===== src/rtl/led_matrix_if.sv =====
// Signal bundle between the game core side and the LED matrix scanner.
interface led_matrix_if;
    logic       en;
    logic       count0;
    logic       count1;
    logic       count2;
    logic [7:0] in_r;
    logic [7:0] in_g;
    logic [7:0] col_sel;
    logic [7:0] row_r;
    logic [7:0] row_g;
    logic       frame_done;
    logic [2:0] scan_col;

    // Game core / board side: supplies enable and row data, observes the scan.
    modport master (
        output en, in_r, in_g,
        input  count0, count1, count2, col_sel, row_r, row_g, frame_done, scan_col
    );

    // Scanner side.
    modport slave (
        input  en, in_r, in_g,
        output count0, count1, count2, col_sel, row_r, row_g, frame_done, scan_col
    );
endinterface


===== src/rtl/led_matrix_scanner.sv =====
// Column-multiplexed scanner for the 8x8 red/green LED matrix.
// Each column: present index to the game core, wait for its row outputs to
// settle, latch them, light the column, then blank before the next column.
module led_matrix_scanner #(
    parameter int unsigned SETTLE_CYCLES = 2,
    parameter int unsigned DWELL_CYCLES  = 1000,
    parameter int unsigned BLANK_CYCLES  = 16
) (
    input  logic         clk,
    input  logic         rst,
    led_matrix_if.slave  bus
);

    localparam int unsigned MAX_SD  = (SETTLE_CYCLES > DWELL_CYCLES) ? SETTLE_CYCLES : DWELL_CYCLES;
    localparam int unsigned MAX_P   = (MAX_SD > BLANK_CYCLES) ? MAX_SD : BLANK_CYCLES;
    localparam int unsigned TIMER_W = $clog2(MAX_P) + 1;
    localparam int unsigned COL_W   = 3;
    localparam int unsigned ROW_W   = 8;

    typedef enum logic [1:0] {
        IDLE   = 2'd0,
        SETTLE = 2'd1,
        SHOW   = 2'd2,
        BLANK  = 2'd3
    } state_t;

    state_t               state_q, state_d;
    logic [COL_W-1:0]     col_q, col_d;
    logic [TIMER_W-1:0]   timer_q, timer_d;
    logic [ROW_W-1:0]     lat_r_q, lat_r_d;
    logic [ROW_W-1:0]     lat_g_q, lat_g_d;
    logic [ROW_W-1:0]     col_sel_q, col_sel_d;
    logic [ROW_W-1:0]     row_r_q, row_r_d;
    logic [ROW_W-1:0]     row_g_q, row_g_d;
    logic                 frame_done_q, frame_done_d;
    logic [ROW_W-1:0]     col_onehot;

    assign col_onehot = 8'b0000_0001 << col_q;

    // State, column, timer, sample latches and registered drives.
    always_ff @(posedge clk or posedge rst) begin
        if (rst) begin
            state_q      <= IDLE;
            col_q        <= '0;
            timer_q      <= '0;
            lat_r_q      <= '0;
            lat_g_q      <= '0;
            col_sel_q    <= '0;
            row_r_q      <= '0;
            row_g_q      <= '0;
            frame_done_q <= 1'b0;
        end else begin
            state_q      <= state_d;
            col_q        <= col_d;
            timer_q      <= timer_d;
            lat_r_q      <= lat_r_d;
            lat_g_q      <= lat_g_d;
            col_sel_q    <= col_sel_d;
            row_r_q      <= row_r_d;
            row_g_q      <= row_g_d;
            frame_done_q <= frame_done_d;
        end
    end

    // Next-state logic; drives are computed for the state being entered so
    // the registered outputs line up with the state cycle-for-cycle.
    always_comb begin
        state_d      = state_q;
        col_d        = col_q;
        timer_d      = timer_q;
        lat_r_d      = lat_r_q;
        lat_g_d      = lat_g_q;
        col_sel_d    = '0;
        row_r_d      = '0;
        row_g_d      = '0;
        frame_done_d = 1'b0;

        if (!bus.en) begin
            state_d = IDLE;
            col_d   = '0;
            timer_d = '0;
        end else begin
            case (state_q)
                IDLE: begin
                    state_d = SETTLE;
                    col_d   = '0;
                    timer_d = TIMER_W'(SETTLE_CYCLES - 1);
                end
                SETTLE: begin
                    if (timer_q == '0) begin
                        // Single sampling edge for the game core's row outputs.
                        lat_r_d   = bus.in_r;
                        lat_g_d   = bus.in_g;
                        state_d   = SHOW;
                        timer_d   = TIMER_W'(DWELL_CYCLES - 1);
                        col_sel_d = col_onehot;
                        row_r_d   = bus.in_r;
                        row_g_d   = bus.in_g;
                    end else begin
                        timer_d = timer_q - TIMER_W'(1);
                    end
                end
                SHOW: begin
                    if (timer_q == '0) begin
                        state_d = BLANK;
                        timer_d = TIMER_W'(BLANK_CYCLES - 1);
                    end else begin
                        timer_d   = timer_q - TIMER_W'(1);
                        col_sel_d = col_onehot;
                        row_r_d   = lat_r_q;
                        row_g_d   = lat_g_q;
                    end
                end
                BLANK: begin
                    if (timer_q == '0) begin
                        state_d      = SETTLE;
                        col_d        = col_q + COL_W'(1);
                        timer_d      = TIMER_W'(SETTLE_CYCLES - 1);
                        frame_done_d = (col_q == COL_W'(7));
                    end else begin
                        timer_d = timer_q - TIMER_W'(1);
                    end
                end
                default: begin
                    state_d = IDLE;
                    col_d   = '0;
                    timer_d = '0;
                end
            endcase
        end
    end

    assign bus.count0     = col_q[0];
    assign bus.count1     = col_q[1];
    assign bus.count2     = col_q[2];
    assign bus.scan_col   = col_q;
    assign bus.col_sel    = col_sel_q;
    assign bus.row_r      = row_r_q;
    assign bus.row_g      = row_g_q;
    assign bus.frame_done = frame_done_q;

endmodule


===== src/flat_wrapper.sv =====
// flat-port wrapper written by rule: the top's interface ports become plain ports
module led_matrix_scanner_flat 
#(
    parameter int unsigned SETTLE_CYCLES = 2,
    parameter int unsigned DWELL_CYCLES  = 1000,
    parameter int unsigned BLANK_CYCLES  = 16
)
  (clk, rst, bus_en, bus_in_r, bus_in_g, bus_count0, bus_count1, bus_count2, bus_col_sel, bus_row_r, bus_row_g, bus_frame_done, bus_scan_col);
  led_matrix_if bus_i ();
  input  logic clk;
  input  logic rst;
  input wire logic [$bits(bus_i.en)-1:0] bus_en;
  input wire logic [$bits(bus_i.in_r)-1:0] bus_in_r;
  input wire logic [$bits(bus_i.in_g)-1:0] bus_in_g;
  output wire logic [$bits(bus_i.count0)-1:0] bus_count0;
  output wire logic [$bits(bus_i.count1)-1:0] bus_count1;
  output wire logic [$bits(bus_i.count2)-1:0] bus_count2;
  output wire logic [$bits(bus_i.col_sel)-1:0] bus_col_sel;
  output wire logic [$bits(bus_i.row_r)-1:0] bus_row_r;
  output wire logic [$bits(bus_i.row_g)-1:0] bus_row_g;
  output wire logic [$bits(bus_i.frame_done)-1:0] bus_frame_done;
  output wire logic [$bits(bus_i.scan_col)-1:0] bus_scan_col;
  assign bus_i.en = bus_en;
  assign bus_i.in_r = bus_in_r;
  assign bus_i.in_g = bus_in_g;
  assign bus_count0 = bus_i.count0;
  assign bus_count1 = bus_i.count1;
  assign bus_count2 = bus_i.count2;
  assign bus_col_sel = bus_i.col_sel;
  assign bus_row_r = bus_i.row_r;
  assign bus_row_g = bus_i.row_g;
  assign bus_frame_done = bus_i.frame_done;
  assign bus_scan_col = bus_i.scan_col;
  led_matrix_scanner #(.SETTLE_CYCLES(SETTLE_CYCLES), .DWELL_CYCLES(DWELL_CYCLES), .BLANK_CYCLES(BLANK_CYCLES)) u_core (.clk(clk), .rst(rst), .bus(bus_i));
endmodule

===== config.mk =====
export PLATFORM = sky130hd
export DESIGN_NAME = led_matrix_scanner_flat
export DESIGN_NICKNAME = d
export VERILOG_FILES = /design/src/rtl/led_matrix_if.sv /design/src/rtl/led_matrix_scanner.sv /design/src/flat_wrapper.sv
export SDC_FILE = /design/constraint.sdc
export NUM_CORES = 1
export LEC_CHECK = 0
export ABC_AREA = 1
export CAP_MARGIN = 20
export CORE_MARGIN = 2
export CORE_UTILIZATION = 65
export CTS_CLUSTER_SIZE = 8
export DETAILED_ROUTE_END_ITERATION = 12
export DONT_BUFFER_PORTS = 1
export HOLD_SLACK_MARGIN = 0.06
export PLACE_DENSITY = 0.81
export SYNTH_ARGS = -nofsm -noshare
export SYNTH_HDL_FRONTEND = slang
export SYNTH_SLANG_ARGS = --single-unit
export TNS_END_PERCENT = 50

===== constraint.sdc =====
create_clock -name clk -period 3.9 [get_ports clk]
set_input_delay 0.78 -clock clk [delete_from_list [all_inputs] [get_ports clk]]
set_output_delay 0.78 -clock clk [all_outputs]
set_load 0.01 [all_outputs]

==> results.txt <==
----------------------------------------------------
[Status]
  Run status ... completed

[Yosys]
  Share of async-settable or async-resettable flops after synthesis ... 100%
  Top area cells in the synthesized netlist ... sky130_fd_sc_hd__dfrtp_1 (50%), sky130_fd_sc_hd__nand2_1 (11%), sky130_fd_sc_hd__ha_1 (5.3%), sky130_fd_sc_hd__nand3_1 (4.4%), sky130_fd_sc_hd__nor2_1 (4.2%)
  Synth Instances ... 329
  Mapped Area ... 2860 µm²
  Seq/Total Area, Yosys ... 49.9%
  Yosys warning count ... 0
  Post-synthesis sequential element count ... 57
  Avg Synthesized Cell Area ... 8.69 µm²
  Predominant post-synthesis flop cell ... sky130_fd_sc_hd__dfrtp_1
  Commonest cells in the synthesized netlist ... sky130_fd_sc_hd__nand2_1 (85), sky130_fd_sc_hd__dfrtp_1 (57), sky130_fd_sc_hd__nor2_1 (32)
  Cell taking the most area after synthesis ... sky130_fd_sc_hd__dfrtp_1
  Proportion of netlist area held by the largest area contributor ... 49.9%
  Most used standard cell by instance count after synthesis ... sky130_fd_sc_hd__nand2_1
  Number of synthesized flops with an enable pin ... 0
  Number of different library cells in the post-synthesis netlist ... 30
  Syn_nets ... 360

[Final layout]
  Final core occ ... 70.5%
  Layout cell share with drive strength beyond 1 ... 11.5%
  Final net count ... 356
  Area taken by flip-flops and latches ... 1430 µm²
  Diodes inserted ... 0
  Number of fillers in the final layout ... 331
  Multi-input gate area ... 1210 µm²
  Non-Filler Cell Area, Final ... 3030 µm²
  Synth-to-layout area growth ... 5.91%
  Non-filler instance count after layout ... 382

[Global route]
  Total routing usage reported by global routing ... 24.4%
  Number of global-route vias before repair ... 2044
  First-pass GRT wire length ... 9410 µm
  Overflow left after global routing ... 0
  Antenna violations before repair ... 0
  Largest net degree at the start of global routing ... 52

[Route]
  Iteration count of the initial detailed-routing pass ... 4
  Number of vias after detailed routing ... 2154
  Antenna viol nets, final ... 0
  WL/cell ... 14.3 µm
  Routed WL ... 5450 µm
  Post-route DRC violation count ... 0
  Number of design-rule violations left by the first detailed-router iteration ... 198
  Drt via density ... 5.64

[Placement]
  Number of I/O port buffers ... 0
  Placed instance area ... 2820 µm²
  Final estimated routing congestion in global placement ... 0.840
  Number of placed cells counting well taps ... 365
  Post-DP HPWL ... 3660 µm
  Pre-CTS WS ... 1.87 ns

[STA]
  Rel. slew slack ... 51.2%
  Final WS setup ... 1.84 ns
  Final number of setup-violating endpoints ... 0
  Total Negative Setup Slacks ... 0 ns
  Count of final hold-check violations ... 0
  Largest clock skew in the final design ... 0.00910 ns
  Post-layout minimum cycle time ... 2.06 ns
  Portion of the clock cycle consumed by the worst path in the final layout ... 52.7%
  Slew @ Worst Pin ... 0.730 ns
  Hold slack final ... 0.335 ns
  Peak Freq ... 486 MHz
  Unrepaired setup endpoints after global routing ... no
  Final-report max-slew violation count ... 0

[Setup path]
  Depth of the most critical reg-to-reg path ... 8
  Worst Path Required ... 4.15 ns
  Crit path max fanout ... 19
  Worst setup path category ... reg -> reg
  Critical path capture point type ... flop
  Critical path capture point ... u_core.timer_q[5]
  Critical R2R Capture ... u_core.timer_q[5]
  Crit start category ... flop
  Crit path arrival time ... 2.31 ns
  Minimum setup slack among reg-to-reg paths ... 1.84 ns
  Start of the worst register-to-register path ... u_core.state_q[1]
  Timing startpoint of the critical path ... u_core.state_q[1]

[Clocking]
  TritonCTS clock tree ... built
  Buffer cell driving the clock tree root ... sky130_fd_sc_hd__clkbuf_8
  Total number of clock tree sinks ... 57
  Clk Latency, worst-skew pair ... 0.33 ns
  Largest buffer count on any clock path ... 2
  Hold buffer count at cts ... 0
  Post_cts resized ... 0
  # H-tree levels ... 3
  Number of clock buffers inserted by TritonCTS ... 9
  CTS clk-pin slew, worst paths ... 0.07 ns
  Number of buffers inserted to repair setup after CTS ... 0

[Floorplan]
  Site row count ... 24
  Floorplan core area ... 4290 µm²
  Die H ... 70.3 µm
  Effective utilization at floorplan ... 66.6%
  I/O pin count ... 50
  Horizontal die dimension ... 70.3 µm
  Total Die Area ... 4940 µm²

[Power]
  Cell area power density ... 927 nW/µm²
  Total power of the final layout ... 2.81 mW
  Standby leakage power ... 1.54 nW
  Largest vdd supply drop ... 481 µV

[Run]
  Max Cap Violations ... 0

[Min path]
  Min-Delay Path Class ... in -> async

----------------------------------------------------
[worst max-delay path: stages (launching register included)]
cell,delay (ns)
sky130_fd_sc_hd__dfrtp_1,0.42
sky130_fd_sc_hd__inv_1,0.10
sky130_fd_sc_hd__ha_1,0.60
sky130_fd_sc_hd__inv_1,0.16
sky130_fd_sc_hd__nand2_1,0.16
sky130_fd_sc_hd__o21ai_2,0.10
sky130_fd_sc_hd__nor2_2,0.15
sky130_fd_sc_hd__nand2_1,0.14
sky130_fd_sc_hd__a21oi_1,0.15
[worst min-delay path by stage]
stage	startpoint	endpoint	slack, ns
2_1_floorplan	u_core.lat_g_q[0]	u_core.lat_g_q[0]	0.44
3_3_place_gp	u_core.lat_g_q[6]	u_core.lat_g_q[6]	0.45
3_5_place_dp	u_core.lat_g_q[1]	u_core.lat_g_q[1]	0.46
4_1_cts	u_core.lat_g_q[5]	u_core.lat_g_q[5]	0.47
5_1_grt	rst	u_core.bus.row_r[6]	0.36
6_report	rst	u_core.bus.row_g[4]	0.33
[placed cells by master, fill, tap and decap left out, drive strengths merged]
cell    instances
clkbuf         13
clkinv          2
dfrtp          57
nand3b          1
buf             2
ha             12
o22ai           1
inv            29
nor3            3
xor2            2
nor3b           1
nor2           41
nand4          19
nand3          26
bufinv          1
or2             1
o21ai           7
nand2          88
o21bai          2
a21oi          22
[registers in the layout, indices dropped and copies added, names as in the netlist]
name                   cells
u_core.lat_r_q             8
u_core.bus.row_r           8
u_core.bus.col_sel         8
u_core.timer_q            11
u_core.bus.scan_col        3
u_core.bus.frame_done      1
u_core.state_q             2
u_core.bus.row_g           8
u_core.lat_g_q             8
[layer usage]
| metal | share of wire, % | GRT usage (%) | routed length (µm) | vias up |
|---|---|---|---|---|
| met1 | 41 | 30.7 | 2250 | 1003 |
| li1 | - | - | - | 1052 |
| met3 | 8.2 | 7.79 | 445 | 9 |
| met5 | 0 | 0 | 0 | - |
| met2 | 49 | 39.0 | 2680 | 90 |
| met4 | 1.5 | 9.40 | 81 | 0 |
[power breakdown]
part	internal (mW)	switching [mW]
clock	0.311	0.218
combinational	0.397	1.03
sequential	0.742	0.111
[final cells by class]
cell class,instances,area share (%)
clock buffer,13,4.92
clock inverter,3,1.32
inverter,29,3.60
multi-input combinational,226,40.0
sequential,57,47.1
tap,52,2.15
timing repair buffer,2,0.909
[logic make-up after synthesis]
kind of cell	share of synthesized area (%)
AO/OA/AOI/OAI	6.08
flip-flops	49.9
buffers and inverters	7.75
adder cells (fa/ha/maj)	5.25
XOR/XNOR	0.613
AND/OR/NAND/NOR	30.4
Note: power is estimated with default switching activity, not from simulation.
